==> config.mk <==
export PLATFORM = sky130hd
export DESIGN_NAME = datapath_sequencer
export DESIGN_NICKNAME = d
export VERILOG_FILES = /design/src/rtl/rsm_pkg.sv /design/src/rtl/datapath_sequencer.sv
export SDC_FILE = /design/constraint.sdc
export NUM_CORES = 1
export LEC_CHECK = 0
export CORE_UTILIZATION = 48
export DETAILED_ROUTE_END_ITERATION = 16
export PLACE_DENSITY = 0.8
export SKIP_CTS_REPAIR_TIMING = 1
export SYNTH_ARGS = -nofsm -noshare
export SYNTH_HDL_FRONTEND = slang
export SYNTH_SLANG_ARGS = --single-unit
==> constraint.sdc <==
create_clock -name clk -period 1.9 [get_ports clk]
set_clock_uncertainty 0.05 [all_clocks]
set_input_delay 0.19 -clock clk [delete_from_list [all_inputs] [get_ports clk]]
set_output_delay 0.19 -clock clk [all_outputs]
set_load 0.005 [all_outputs]
==> src/rtl/rsm_pkg.sv <==
// Shared encodings for the RISC datapath: sequencer states, decoder opcode/op
// constants and the nsel/vsel selector codes used by decoder, datapath and sequencer.
package rsm_pkg;

  typedef enum logic [2:0] {
    ST_WAIT   = 3'd0,
    ST_DECODE = 3'd1,
    ST_GET_A  = 3'd2,
    ST_GET_B  = 3'd3,
    ST_EXEC   = 3'd4,
    ST_WR_REG = 3'd5,
    ST_WR_IMM = 3'd6
  } state_e;

  localparam logic [2:0] OPC_MOV = 3'b110;
  localparam logic [2:0] OPC_ALU = 3'b101;

  localparam logic [1:0] OP_MOV_IMM = 2'b10;
  localparam logic [1:0] OP_MOV_REG = 2'b00;
  localparam logic [1:0] OP_ADD     = 2'b00;
  localparam logic [1:0] OP_CMP     = 2'b01;
  localparam logic [1:0] OP_AND     = 2'b10;
  localparam logic [1:0] OP_MVN     = 2'b11;

  localparam logic [1:0] NSEL_RN = 2'b00;
  localparam logic [1:0] NSEL_RD = 2'b01;
  localparam logic [1:0] NSEL_RM = 2'b10;

  localparam logic [1:0] VSEL_C     = 2'b00;
  localparam logic [1:0] VSEL_IMM8  = 2'b10;

  typedef struct packed {
    logic [2:0] opcode;
    logic [1:0] op;
  } insn_t;

  function automatic logic is_cmp(insn_t i);
    return (i.opcode == OPC_ALU) && (i.op == OP_CMP);
  endfunction

  // MOV-reg and MVN pass B through the ALU with A forced to zero.
  function automatic logic is_b_only(insn_t i);
    return ((i.opcode == OPC_MOV) && (i.op == OP_MOV_REG)) ||
           ((i.opcode == OPC_ALU) && (i.op == OP_MVN));
  endfunction

endpackage

==> src/rtl/datapath_sequencer.sv <==
// Moore controller for the RISC datapath: one instruction per start pulse, w high when idle.
// Outputs decode only from state and the latched instruction; retired instructions are counted.
module datapath_sequencer
  import rsm_pkg::*;
#(
  parameter int CNT_W = 16
) (
  input  logic             clk,
  input  logic             reset,
  input  logic             s,
  input  logic [2:0]       opcode,
  input  logic [1:0]       op,
  output logic             w,
  output logic             loada,
  output logic             loadb,
  output logic             loadc,
  output logic             loads,
  output logic             asel,
  output logic             bsel,
  output logic [1:0]       vsel,
  output logic [1:0]       nsel,
  output logic             write,
  output logic             illegal,
  output logic [CNT_W-1:0] insn_count
);

  state_e           state_q, state_d;
  insn_t            insn_q;
  logic             illegal_q;
  logic [CNT_W-1:0] cnt_q;
  logic             retire;
  logic             set_illegal;
  logic             accept;

  assign accept = (state_q == ST_WAIT) && s;

  always_comb begin
    state_d     = state_q;
    retire      = 1'b0;
    set_illegal = 1'b0;
    case (state_q)
      ST_WAIT:   if (s) state_d = ST_DECODE;
      ST_DECODE: begin
        case (insn_q)
          {OPC_MOV, OP_MOV_IMM}: state_d = ST_WR_IMM;
          {OPC_MOV, OP_MOV_REG}: state_d = ST_GET_B;
          {OPC_ALU, OP_MVN}:     state_d = ST_GET_B;
          {OPC_ALU, OP_ADD},
          {OPC_ALU, OP_CMP},
          {OPC_ALU, OP_AND}:     state_d = ST_GET_A;
          default: begin
            state_d     = ST_WAIT;
            set_illegal = 1'b1;
          end
        endcase
      end
      ST_GET_A:  state_d = ST_GET_B;
      ST_GET_B:  state_d = ST_EXEC;
      ST_EXEC: begin
        if (is_cmp(insn_q)) begin
          state_d = ST_WAIT;
          retire  = 1'b1;
        end else begin
          state_d = ST_WR_REG;
        end
      end
      ST_WR_REG, ST_WR_IMM: begin
        state_d = ST_WAIT;
        retire  = 1'b1;
      end
      default:   state_d = ST_WAIT;
    endcase
  end

  always_ff @(posedge clk) begin
    if (!reset) begin
      state_q   <= ST_WAIT;
      insn_q    <= '0;
      illegal_q <= 1'b0;
      cnt_q     <= '0;
    end else begin
      state_q <= state_d;
      if (accept) begin
        insn_q    <= {opcode, op};
        illegal_q <= 1'b0;
      end
      if (set_illegal) illegal_q <= 1'b1;
      if (retire) cnt_q <= cnt_q + {{(CNT_W-1){1'b0}}, 1'b1};
    end
  end

  always_comb begin
    w     = 1'b0;
    loada = 1'b0;
    loadb = 1'b0;
    loadc = 1'b0;
    loads = 1'b0;
    asel  = 1'b0;
    bsel  = 1'b0;
    vsel  = VSEL_C;
    nsel  = NSEL_RN;
    write = 1'b0;
    case (state_q)
      ST_WAIT:  w = 1'b1;
      ST_GET_A: begin
        nsel  = NSEL_RN;
        loada = 1'b1;
      end
      ST_GET_B: begin
        nsel  = NSEL_RM;
        loadb = 1'b1;
      end
      ST_EXEC: begin
        loadc = 1'b1;
        asel  = is_b_only(insn_q);
        loads = is_cmp(insn_q);
      end
      ST_WR_REG: begin
        nsel  = NSEL_RD;
        vsel  = VSEL_C;
        write = 1'b1;
      end
      ST_WR_IMM: begin
        nsel  = NSEL_RN;
        vsel  = VSEL_IMM8;
        write = 1'b1;
      end
      default: ;
    endcase
  end

  assign illegal    = illegal_q;
  assign insn_count = cnt_q;

endmodule
[Yosys cells after proc, flatten, opt, wreduce, memory -nomap -nowiden]
Cells that the tools add are included.
Word-level totals
  bits in registers: 25
  output and inout port bits: 29
  word-level logic and storage cells: 54
  bits of input ports: 8
Operators by class
  add/sub/neg operators: 1
  equality and inequality tests: 17
  reductions and logical operators: 12
  multiplexer cells: 19
Operators by type and width (number)
  $eq 5x5->1 const B: 6
  $add 16x1->16 const B: 1
  $eq 3x3->1 const B: 5
  $pmux 3 s5: 1
  $mux 1: 12
  $pmux 3 s3: 1
  $eq 3x2->1 const B: 2
  $mux 3: 2
  $reduce_or 6->1: 1
  $logic_and 1x1->1: 4
  $pmux 2 s2: 1
  $reduce_or 2->1: 2
  $eq 3x1->1 const B: 1
  $logic_not 3->1: 1
  $reduce_or 3->1: 1
  $eq 2x1->1 const B: 1
  $eq 2x2->1 const B: 1
  $logic_not 2->1: 1
  $mux 2: 1
  $ne 2x2->1 const B: 1
  $pmux 1 s2: 1
  $reduce_bool 2->1: 1
  $logic_or 1x1->1: 1

[Longest topological paths before layout]
  depth in word-level cells: 5
  mapped depth: 7
  depth with buffers taken out: 5

[Least setup slack after synthesis]
Ideal clock, no wire load.
  kind: register -> register
  start: register state_q[0]
  end: register cnt_q[12] (netlist: insn_count[12])
  data arrival time: 1.525 ns
  data required time: 1.735 ns
  buffers on the path: 2
  cell stages (with the launch flop): 8
  library setup time: 0.115 ns
  period minus slack after synthesis: 1.689 ns
  slack: 0.211 ns
  path through: dfxtp_1 > buf_6 > and2b_2 > o21ai_2 > buf_2 > a211oi_1 > xor2_1 > and2_1
On the way
  longest elaborated chain between the ends: 3
  elaborated cells between the ends (all ways): 5
  those cells by class: eq/ne: 3; mux: 1; reduce/logical: 1
Ends and longest elaborated chain
  from (decl): line datapath_sequencer.sv:27  | state_e state_q, state_d;
  from (signal assigned): line datapath_sequencer.sv:82  | state_q <= state_d;
  $eq 3x3->1: line datapath_sequencer.sv:41  | case (state_q)
  $reduce_or 2->1 (no source line)
  $pmux 1 s2 (*): line datapath_sequencer.sv:41
  to (signal assigned): line datapath_sequencer.sv:88  | if (retire) cnt_q <= cnt_q + {{(CNT_W-1){1'b0}}, 1'b1};
  to (decl): line datapath_sequencer.sv:30  | logic [CNT_W-1:0] cnt_q;
Every way passes the cells marked *; elsewhere a longest branch is shown, timed or not.
A chain may end at the register's enable or synchronous reset.

[Final worst setup path]
  start: register state_q[0]
  end: register cnt_q[10] (netlist: insn_count[10])
The elaborated chain is that of the path after synthesis.

==> results list <==
- Global placement routability congestion: between 0.8 and 0.9
- STA classifies the critical path endpoint as a register.
- Measured in cells, the most critical reg-to-reg path has a length of 7.
- In this run the number of H-tree levels came out at 1.
- In the final layout, the share of cells above drive strength 1 is 0.244.
- The number of slew-limit violations in the final report is 0.
* Maximum Capacitance Violations: 0
- The number of global-route vias before repair is ~1100.
- The floorplan step set the die width to 56.3 um.
- The finished layout holds approximately 230 standard cells, fillers aside.
- In the finished design, the share of the clock period the worst path needs comes to 0.997.
- Proportion of synthesized chip area in sequential cells: 0.353
- For this design the top-level I/O count stands at 37.
* Sum of net half-perimeters after detailed placement: ~2400 um
- The worst path in the final design needs a cycle of between 1.5 and 2 ns, including I/O delays and setup.
- Hold Violations, Final: 0
* Via count of the routed design: approximately 1300
- Number of placed instances with taps included: 220
* Worst path depth: 7
- Row generation in the floorplan step produced 19 rows.
- In this run the cell area measured after placement is between 1500 and 2000 um2.
* CTS tree: done
* Critical path origin: state_q[0]
- CP startpoint kind: register
* Final-report setup violation count: 0
* Ant diodes: 0
* RSZ-0062 raised after global routing: true
- Height of the die: ~56 um
- Most used DFF post-synth: dfxtp_1
- Area of the core region: 2780 um2
- Core occupancy in the finished layout: 0.719
- Slowest cell on the critical path: dfxtp_4
- The fraction of the mapped netlist area in compound gates is 0.151.
- dfxtp_1 takes more of the synthesized area than any other cell.
- On the worst path, the slowest cell contributes a delay of approximately 0.37 ns.
- Leftover overflow at the end of global routing: 0
* Layout Area Growth over Synthesis: 41.1%
- Dividing the detail-routed wire length by the instance count gives between 10 and 15 um.
- Run status: finished clean
- Clock tree synthesis inserted a total of 3 buffers.
* Achievable frequency: 0.528 GHz
- Dividing total power by cell area gives a power density of about 440 nW/um2.
- WS Path Type: register to register
* Standby leakage power: between 0.9 and 1 nW
- Ranked by instance count, the synthesized netlist is headed by dfxtp_1 (25), and2_1 (15), nand2_1 (9), nor2b_1 (9), xor2_1 (9).
* Cell area after technology mapping: around 1400 um2
- The clock drives 25 sinks.
- Across every metal layer, demand over resource in global routing totals 0.206.
- CP Cell Sequence: buf_4 -> nor3b_4 -> nand4_4 -> buf_6 -> a2111oi_4 -> xor2_1 -> and2_1
- Post-synthesis share of cell area spent on and, or, nand and nor gates: 0.293
- Area share of xor/xnor cells in the synthesized design: 0.0741
- In this run the worst setup path terminates at insn_count[10].
* Area share of the largest cell type after synthesis: 0.353
* Number of unique standard cell types used by synthesis: 47
* Kind of cell adding the most delay to the critical path: simple AND/OR/NAND/NOR gates
* Buffering stage count on the worst path with inverters included: 2
- Of the post-synthesis cell area, the part taken by muxes is 0.0494.
- Worst slack after detailed placement: -0.00555 ns
- Overall die area: about 3200 um2
- First-pass iteration count of the detailed router: 4
- Along the worst path, the maximum fanout reaches 8.
- Number of flops mapped to enable cells by yosys: 0
* Min-Delay Startpoint: insn_count[15]
- For this run, design rule violations remaining after detail routing come to 0.
* Final wirelength: around 3400 um
- In this run the remaining antenna-violating nets after routing total 0.
- The clock passes through at most 2 buffers.
- Input and output buffers added on the ports amount to 34.
- Number of antenna violations at the first check in global routing: 0
- Clock slew at the register clock pins of the worst setup and hold paths: between 0.1 and 0.15 ns
* Root buf cell: clkbuf_4
- Number of synthesis warnings: 0
* Crit path arrival time: between 2 and 2.5 ns
* Layout Cell Area excl Fill: between 2000 and 2500 um2
* Worst R2R Start: state_q[0]
- For the worst setup path, the data required time is around 2.1 ns.
- The synthesized design contains 25 register bits.
- Starting density of the core: 0.510
* Source-to-sink clock delay at the later pin of the worst-skew pair: 0.31 ns
* Most frequent cell after synthesis: dfxtp_1
- Syn avg cell area: approximately 9.3 um2
- Async set or reset register ratio after synthesis: 0
* Worst reg2reg path endpoint: insn_count[10]
* Tightest Hold Check Type: register to register
- Post-route worst setup slack: just over 0.005 ns
* Worst-case register-to-register setup slack: 0.005 ns
- In this run, the number of DRC markers left after iteration 0 of detailed routing was between 50 and 60.
- Post-synthesis instance total: 152
- Via/cell ratio: between 5 and 6
* Pin count of the biggest net entering global routing: 16
- The first global-routing pass estimated roughly 5300 um of wire.
- Cell types occupying the most area after synthesis: dfxtp_1 (35%), and2_1 (6.6%), xor2_1 (5.6%)
* Peak supply drop: just over 0.4 mV
* Final #Nets: about 210
* Post-synthesis adder-cell area fraction: 0.00883
- Main combinational cell family by area after synthesis: simple AND/OR/NAND/NOR gates
[worst register-to-register path: stages (launching register included)]
cell,delay [ns]
dfxtp_4,0.37
buf_4,0.13
nor3b_4,0.21
nand4_4,0.20
buf_6,0.19
a2111oi_4,0.36
xor2_1,0.20
and2_1,0.14
[area by class of cell]
class	instances	area (um2)
clock buffer	4	26.3
tap	31	38.8
inverter	5	22.5
multi-input combinational	112	883
timing repair buffer	55	519
sequential	25	510
fill	207	781
[where the power goes]
part           switching, mW  total [mW]  internal, mW
Sequential           0.00979       0.544         0.534
Combinational         0.0486       0.110        0.0615
Clock                  0.151       0.232        0.0818
[placed cells by master, fill, tap and decap left out, types with 3 or more instances in the layout]
master / n
clkdlybuf4s50_1: 27
dfxtp_1: 21
buf_4: 20
and2_1: 15
nand2_1: 9
xor2_1: 9
nor2b_1: 8
nand3_1: 8
mux2i_1: 7
dlymetal6s2s_1: 7
nor2_1: 4
a21oi_1: 4
a211oi_2: 4
inv_1: 3
nand4_1: 3
a2111oi_4: 3
xnor2_1: 3
clkbuf_4: 3
[metal layers]
metal,routed length [um],track usage,vias to the layer above
li1,-,-,629
met5,0,0,-
met4,50,0.0523,0
met1,1450,0.266,593
met3,159,0.0346,6
met2,1710,0.355,38
[per-stage QoR]
| step | power, mW | TNS [ns] | hold slack (ns) |
|---|---|---|---|
| finish | 0.886 | 0 | 0.422 |
| global route | 0.925 | -0.205 | 0.460 |
| CTS | 0.890 | -1.01 | 0.431 |
| detailed placement | 0.656 | -0.00555 | 0.413 |
| global placement | 0.651 | 0 | 0.407 |
| floorplan | 0.614 | 0 | 0.309 |
[flip-flops by register name, indices dropped and copies added, names as in the netlist]
name / count
insn_q: 5
insn_count: 16
state_q: 3
illegal: 1
[how the worst min path moves through the flow]
| stage | cells past startpoint | endpoint |
|---|---|---|
| after floorplan | 2 | insn_q[0] |
| after global placement | 2 | insn_count[15] |
| after detailed placement | 2 | insn_count[15] |
| after CTS | 2 | insn_count[15] |
| after global routing | 2 | insn_count[15] |
| final | 2 | insn_count[15] |
[cell families (layout without fill, tap and decap cells)]
group,count (synthesis),count (layout)
DFF,25,25
buffers and inverters,16,64
xor gates and xnor gates,12,12
adders and majority gates,1,1
other,1,2
AOI/OAI and AO/OA,24,24
muxes,7,7
and+or+nand+nor,66,66
(Power assumes the default switching activity.)
